--- src/rtl/pkt_in_arbiter_pkg.sv ---
// Shared definitions for the packet input arbiter and its rotating-priority encoder.
package pkt_arb_pkg;

    localparam int PKT_BITS_DEFAULT = 72;
    localparam int MAX_INPUTS       = 8;

    function automatic int sel_bits_f(input int num_inputs);
        return (num_inputs > 1) ? $clog2(num_inputs) : 1;
    endfunction

    // Widest grant index any instance can need; instances narrow it to SEL_BITS.
    typedef logic [sel_bits_f(MAX_INPUTS)-1:0] grant_idx_t;

endpackage

--- src/rtl/pkt_in_arbiter_if.sv ---
// Handshake bundle for the arbiter: NUM_INPUTS request streams in, one packet stream to the router.
interface pkt_in_arbiter_if
    import pkt_arb_pkg::*;
#(
    parameter int PACKET_BITS = PKT_BITS_DEFAULT,
    parameter int NUM_INPUTS  = 4
);

    logic [PACKET_BITS-1:0] pkt_in_data_in [NUM_INPUTS];
    logic                   pkt_in_vld_in  [NUM_INPUTS];
    logic                   pkt_in_rdy_out [NUM_INPUTS];
    logic [PACKET_BITS-1:0] pkt_out_data_out;
    logic                   pkt_out_vld_out;
    logic                   pkt_out_rdy_in;

    modport master (
        input  pkt_in_data_in, pkt_in_vld_in, pkt_out_rdy_in,
        output pkt_in_rdy_out, pkt_out_data_out, pkt_out_vld_out
    );

    modport slave (
        output pkt_in_data_in, pkt_in_vld_in, pkt_out_rdy_in,
        input  pkt_in_rdy_out, pkt_out_data_out, pkt_out_vld_out
    );

endinterface

--- src/rtl/pkt_in_arbiter_rr_grant.sv ---
// Combinational rotating-priority encoder: grants the first masked requester after ptr, wrapping at N-1.
module rr_grant
    import pkt_arb_pkg::*;
#(
    parameter int N        = 4,
    parameter int SEL_BITS = sel_bits_f(N)
) (
    input  logic [N-1:0]        req,
    input  logic [SEL_BITS-1:0] ptr,
    input  logic [N-1:0]        mask,
    output logic                grant_vld,
    output logic [SEL_BITS-1:0] grant_idx
);

    logic [N-1:0]        cand;
    logic [SEL_BITS-1:0] idx;

    assign cand = req & mask;

    always_comb begin
        grant_vld = 1'b0;
        grant_idx = '0;
        idx       = '0;
        // Scan farthest-first so the nearest candidate after ptr is the last one written.
        for (int k = N; k >= 1; k--) begin
            idx = SEL_BITS'((int'(ptr) + k) % N);
            if (cand[idx]) begin
                grant_vld = 1'b1;
                grant_idx = idx;
            end
        end
    end

endmodule

--- src/rtl/pkt_in_arbiter.sv ---
// Round-robin merge of NUM_INPUTS packet streams into one registered router input.
// Optional PKT_ARB_PRIO_EN adds prio_in: prioritised requesters win, same rotating pointer.
module pkt_in_arbiter
    import pkt_arb_pkg::*;
#(
    parameter int PACKET_BITS = PKT_BITS_DEFAULT,
    parameter int NUM_INPUTS  = 4,
    parameter int SEL_BITS    = sel_bits_f(NUM_INPUTS)
) (
    input  logic                  clk,
    input  logic                  resetn,
    pkt_in_arbiter_if.master      bus,
`ifdef PKT_ARB_PRIO_EN
    input  logic [NUM_INPUTS-1:0] prio_in,
`endif
    output logic [NUM_INPUTS-1:0] arb_cnt_out,
    output logic [SEL_BITS-1:0]   last_grant_out
);

    logic [NUM_INPUTS-1:0]  req;
    logic [NUM_INPUTS-1:0]  mask;
    logic                   grant_vld;
    logic [SEL_BITS-1:0]    grant_idx;
    logic                   load_ok;
    logic                   accept;
    logic [PACKET_BITS-1:0] out_data_p1;
    logic                   out_vld_p1;

    always_comb begin
        req = '0;
        for (int i = 0; i < NUM_INPUTS; i++) begin
            req[i] = bus.pkt_in_vld_in[i];
        end
    end

`ifdef PKT_ARB_PRIO_EN
    assign mask = (|(req & prio_in)) ? prio_in : '1;
`else
    assign mask = '1;
`endif

    rr_grant #(
        .N        (NUM_INPUTS),
        .SEL_BITS (SEL_BITS)
    ) u_rr_grant (
        .req       (req),
        .ptr       (last_grant_out),
        .mask      (mask),
        .grant_vld (grant_vld),
        .grant_idx (grant_idx)
    );

    assign load_ok = !out_vld_p1 || bus.pkt_out_rdy_in;
    // resetn gates ready so nothing is offered while the block is held in reset.
    assign accept  = resetn && load_ok && grant_vld;

    always_comb begin
        for (int i = 0; i < NUM_INPUTS; i++) begin
            bus.pkt_in_rdy_out[i] = accept && (grant_idx == SEL_BITS'(i));
        end
    end

    // Output register stage: one packet held toward the router.
    always_ff @(posedge clk or negedge resetn) begin
        if (!resetn) begin
            out_data_p1    <= '0;
            out_vld_p1     <= 1'b0;
            arb_cnt_out    <= '0;
            last_grant_out <= SEL_BITS'(NUM_INPUTS - 1);
        end else begin
            arb_cnt_out <= '0;
            if (accept) begin
                out_data_p1            <= bus.pkt_in_data_in[grant_idx];
                out_vld_p1             <= 1'b1;
                last_grant_out         <= grant_idx;
                arb_cnt_out[grant_idx] <= 1'b1;
            end else if (out_vld_p1 && bus.pkt_out_rdy_in) begin
                out_vld_p1 <= 1'b0;
            end
        end
    end

    assign bus.pkt_out_data_out = out_data_p1;
    assign bus.pkt_out_vld_out  = out_vld_p1;

endmodule

--- src/flat_wrapper.sv ---
// flat-port wrapper written by rule: the top's interface ports become plain ports
module pkt_in_arbiter_flat import pkt_arb_pkg::*;
#(
    parameter int PACKET_BITS = PKT_BITS_DEFAULT,
    parameter int NUM_INPUTS  = 4,
    parameter int SEL_BITS    = sel_bits_f(NUM_INPUTS)
)
  (clk, resetn, arb_cnt_out, last_grant_out, bus_pkt_in_data_in, bus_pkt_in_vld_in, bus_pkt_out_rdy_in, bus_pkt_in_rdy_out, bus_pkt_out_data_out, bus_pkt_out_vld_out);
  pkt_in_arbiter_if #(.PACKET_BITS(PACKET_BITS), .NUM_INPUTS(NUM_INPUTS)) bus_i ();
  input  logic clk;
  input  logic resetn;
  output logic [NUM_INPUTS-1:0] arb_cnt_out;
  output logic [SEL_BITS-1:0] last_grant_out;
  input wire logic [$bits(bus_i.pkt_in_data_in)-1:0] bus_pkt_in_data_in;
  input wire logic [$bits(bus_i.pkt_in_vld_in)-1:0] bus_pkt_in_vld_in;
  input wire logic [$bits(bus_i.pkt_out_rdy_in)-1:0] bus_pkt_out_rdy_in;
  output wire logic [$bits(bus_i.pkt_in_rdy_out)-1:0] bus_pkt_in_rdy_out;
  output wire logic [$bits(bus_i.pkt_out_data_out)-1:0] bus_pkt_out_data_out;
  output wire logic [$bits(bus_i.pkt_out_vld_out)-1:0] bus_pkt_out_vld_out;
  assign bus_i.pkt_in_data_in = {>>{bus_pkt_in_data_in}};
  assign bus_i.pkt_in_vld_in = {>>{bus_pkt_in_vld_in}};
  assign bus_i.pkt_out_rdy_in = bus_pkt_out_rdy_in;
  assign bus_pkt_in_rdy_out = {>>{bus_i.pkt_in_rdy_out}};
  assign bus_pkt_out_data_out = bus_i.pkt_out_data_out;
  assign bus_pkt_out_vld_out = bus_i.pkt_out_vld_out;
  pkt_in_arbiter #(.PACKET_BITS(PACKET_BITS), .NUM_INPUTS(NUM_INPUTS), .SEL_BITS(SEL_BITS)) u_core (.clk(clk), .resetn(resetn), .bus(bus_i), .arb_cnt_out(arb_cnt_out), .last_grant_out(last_grant_out));
endmodule
--- config.mk ---
export PLATFORM = sky130hd
export DESIGN_NAME = pkt_in_arbiter_flat
export DESIGN_NICKNAME = d
export VERILOG_FILES = /design/src/rtl/pkt_in_arbiter_pkg.sv /design/src/rtl/pkt_in_arbiter_if.sv /design/src/rtl/pkt_in_arbiter_rr_grant.sv /design/src/rtl/pkt_in_arbiter.sv /design/src/flat_wrapper.sv
export SDC_FILE = /design/constraint.sdc
export NUM_CORES = 1
export LEC_CHECK = 0
export ABC_AREA = 1
export ABC_CLOCK_PERIOD_IN_PS = 3300
export CORE_AREA = 2 2 147 149
export CTS_BUF_LIST = sky130_fd_sc_hd__clkbuf_8
export DETAILED_ROUTE_END_ITERATION = 8
export DIE_AREA = 0 0 149 151
export PLACE_DENSITY = 0.67
export SYNTH_ARGS = -nofsm -noshare
export SYNTH_HDL_FRONTEND = slang
export SYNTH_SLANG_ARGS = --single-unit
--- constraint.sdc ---
create_clock -name clk -period 3.3 [get_ports clk]
set_clock_uncertainty 0.2 [all_clocks]
set_input_delay 0.99 -clock clk [delete_from_list [all_inputs] [get_ports clk]]
set_output_delay 0.99 -clock clk [all_outputs]
set_load 0.02 [all_outputs]
==> results.json <==
{
  "clk_pin_slew_ns": 0.08,
  "grt_max_degree": 83,
  "cpPeakStageDelay_ns": 0.18,
  "routabilityCongestion": 0.883,
  "fin_ws_ns": -0.0783,
  "routed_wirelength_um": 25200,
  "drt_iter0_markers": 275,
  "start_kind": "input port",
  "grt_usage_pct": 21.3,
  "cp.depth": 13,
  "ys_warn_count": 0,
  "cts.sinks": 79,
  "hold_violations": 0,
  "fill_cells": 2141,
  "min_from": "u_core.bus.pkt_out_data_out[41]",
  "wire_per_inst_um": 14.5,
  "syn_area_mm2": 0.00634,
  "io_pins": 378,
  "grt_pass1_vias": 7240,
  "cp_cell_sequence": "buf_6 > inv_4 > o21ai_4 > buf_6 > nand2_4 > nand2_4 > nand2_4 > nand2_4 > nand2_4 > nand2_8 > nand2_4 > nor2_4 > buf_6",
  "synthFlopType": "dfrtp_1",
  "yosysUniqueCellTypes": 23,
  "p_per_area_mw_per_mm2": 948,
  "crit_required_ns": 2.11,
  "violations": "negative setup slack",
  "holdPathEnd": "u_core.bus.pkt_out_data_out[41]",
  "syn_avg_cell_area_um2": 5.78,
  "yosys.area.top_type": "dfrtp_1",
  "max_cap_violations": 0,
  "io_buffers": 377,
  "setup_viol": 4,
  "utilization_pct": 52.1,
  "start_util_pct": 30.5,
  "worstMarginPinSlew_ns": 1.05,
  "crit_arrival_ns": 2.19,
  "finalCritPeriodShare_pct": 102,
  "cts_tree": "yes",
  "overflow": 0,
  "ys_ff_latch": 79,
  "hold-worst-slack_ns": 0.280,
  "hold_buffers": 0,
  "vias": 7669,
  "min_path_cells": 2,
  "synth_edf_count": 0,
  "routed_via_density": 4.42,
  "die_w_um": 149,
  "drtAntennaViolNets": 0,
  "dpl_cell_area_mm2": 0.0103,
  "fin_crit_ns": 3.38,
  "cp_max_fo": 6,
  "antenna_found_initial": 1,
  "syn_inst": 1097,
  "path_class": "in -> out",
  "drive_gt1_share_pct": 7.87,
  "synth-seq-area-share_pct": 31.2,
  "max_clock_freq_ghz": 0.296,
  "cpMostUsedCell": "nand2_4",
  "finalPower_mw": 10.3,
  "relSlewSlack_pct": 29.7,
  "r2r_cells": 15,
  "final_nets": 1751,
  "drc": 0,
  "clkLatencyLatePin_ns": 0.35,
  "p_leak_nw": 5.85,
  "syn_nets": 1392,
  "outcome": "finished with violations",
  "cts_buffers": 9,
  "dieHeight_um": 151,
  "stdcell_area_mm2": 0.0108,
  "first_pass_iters": 5,
  "grt_pass1_wl_um": 37700,
  "syn_to_final_growth_pct": 71.0,
  "fp.coreArea_mm2": 0.0208,
  "ir_worst_vdd_mv": 1.03,
  "ys_async_sr_fraction_pct": 100,
  "std_cell_rows": 53,
  "clock_path_buffers": 2,
  "dp_hpwl_um": 18000,
  "timing.rr.start": "u_core.last_grant_out[0]",
  "diodes": 0,
  "cts_max_level": 3,
  "synth_area_leaders": "dfrtp_1 30%, nand2_1 24%, nand3_1 18%, inv_1 16%, o211ai_1 3.7%",
  "critPathBufInv": 4,
  "cts_root_buf": "clkbuf_8",
  "endpoint_kind": "output pin",
  "rrSetupSlack_ns": 0.34,
  "min_path_type": "reg -> reg",
  "r2r_end": "u_core.bus.pkt_out_data_out[48]",
  "grt_setup_unrepaired": "true",
  "cpMaxStageDelayCell": "o21ai_4",
  "die-area_mm2": 0.0225,
  "synth_top_area_share_pct": 30.4,
  "drv_slew": 0,
  "crit_family": "simple AND/OR/NAND/NOR gates"
}
## power by group
group / internal [mW] / total, mW / leakage (nW) / switching, mW
Combinational: 2.98 / 7.80 / 4.78 / 4.82
Sequential: 1.47 / 1.74 / 0.973 / 0.271
Clock: 0.351 / 0.747 / 0.0968 / 0.397
Total: 4.79 / 10.3 / 5.85 / 5.49
## synth_stat cells, drive strengths merged, types with 2 or more instances
cell type / instances
dfstp: 2
nand2: 402
nand3: 230
o21ai: 3
nor2: 9
buf: 56
inv: 272
clkbuf: 11
o211ai: 31
dfrtp: 77
## layer usage
metal | wire length, µm | vias to the layer above | GRT usage, %
met5 | 13 | - | 0
met4 | 627 | 2 | 7.95
met3 | 2280 | 38 | 6.11
met2 | 12400 | 286 | 37.8
met1 | 9940 | 3362 | 24.3
li1 | - | 3981 | -
## flip-flops by register name (all words and copies together) (netlist names)
register,flops
u_core.bus.pkt_out_data_out,72
u_core.arb_cnt_out,4
u_core.bus.pkt_out_vld_out,1
u_core.last_grant_out,2
## worst reg2reg max path, cell delays in order, from the launching register on
cell	delay, ns
dfstp_2	0.63
buf_6	0.15
nand2_4	0.05
o21ai_4	0.07
buf_6	0.15
nand2_4	0.06
nand2_4	0.07
nand2_4	0.07
nand2_4	0.06
nand2_4	0.06
nand2_8	0.10
buf_4	0.12
buf_4	0.59
nand2_1	0.22
nand3_1	0.13
nand3_1	0.10
## cell families (layout without fill, tap and decap cells)
logic type,count (synthesis),after routing,synth area share [%]
and+or+nand+nor,643,643,42.9
DFF,79,79,31.2
buffers and inverters,340,704,21.8
AOI/OAI and AO/OA,35,35,4.04
## cell type report
| type | instances | area [µm²] | area share, % |
|---|---|---|---|
| clock buffer | 9 | 124 | 1.14 |
| clock inverter | 7 | 75.1 | 0.692 |
| inverter | 273 | 1030 | 9.52 |
| multi-input combinational | 678 | 3220 | 29.6 |
| sequential | 79 | 1980 | 18.3 |
| tap | 275 | 344 | 3.17 |
| timing repair buffer | 415 | 4080 | 37.6 |
## placed cells by master (no fill, tap or decap)
| cell type | synthesis | routed |
|---|---|---|
| nor2_1 | 6 | 1 |
| o211ai_1 | 31 | 31 |
| inv_1 | 269 | 263 |
| nand3_4 | 0 | 1 |
| nand3_1 | 229 | 226 |
| nand2_4 | 0 | 13 |
| nand2_2 | 2 | 12 |
| nand2_8 | 0 | 1 |
| nand4_1 | 1 | 1 |
| o21ai_4 | 0 | 1 |
| dlygate4sd2_1 | 0 | 1 |
| nor2_4 | 0 | 8 |
| buf_6 | 5 | 12 |
| clkinvlp_4 | 0 | 2 |
| nand3_2 | 1 | 3 |
| and2_4 | 0 | 1 |
| dfrtp_1 | 77 | 77 |
| buf_4 | 3 | 33 |
| inv_4 | 1 | 3 |
| clkinv_1 | 1 | 1 |
| clkdlybuf4s50_1 | 0 | 367 |
| inv_2 | 2 | 7 |
| a21oi_4 | 0 | 1 |
| o21ai_0 | 2 | 2 |
| dfstp_2 | 2 | 2 |
| bufinv_16 | 0 | 1 |
| buf_2 | 44 | 2 |
| clkinv_4 | 0 | 3 |
| clkbuf_8 | 0 | 9 |
| nand2_1 | 400 | 376 |
## per-stage QoR
| step | setup slack, ns | TNS, ns | cells |
|---|---|---|---|
| floorplan | -0.0640 | -0.116 | 1097 |
| global placement | -1.01 | -21.42 | 1704 |
| detailed placement | -1.02 | -25.74 | 1704 |
| CTS | -0.0710 | -0.151 | 1727 |
| global route | -0.129 | -0.483 | 1736 |
| finish | -0.0783 | -0.222 | 1736 |
## how the worst max path moves through the flow
stage	from	end	slack, ns
floorplan	bus_pkt_in_vld_in[2]	bus_pkt_in_rdy_out[2]	-0.06
global placement	bus_pkt_in_vld_in[1]	bus_pkt_in_rdy_out[3]	-1.01
detailed placement	bus_pkt_in_vld_in[1]	bus_pkt_in_rdy_out[3]	-1.02
CTS	bus_pkt_in_vld_in[2]	bus_pkt_in_rdy_out[2]	-0.07
global route	u_core.last_grant_out[0]	bus_pkt_in_rdy_out[2]	-0.13
finish	bus_pkt_in_vld_in[2]	bus_pkt_in_rdy_out[2]	-0.08
## repair_timing
| action | 4_1_cts | 5_1_grt |
|---|---|---|
| buffers inserted | 7 | 9 |
| gates resized for setup | 83 | 25 |
| pin swaps | 24 | 22 |
| endpoints found under the setup margin | 4 | 4 |
(Power assumes the default switching activity.)
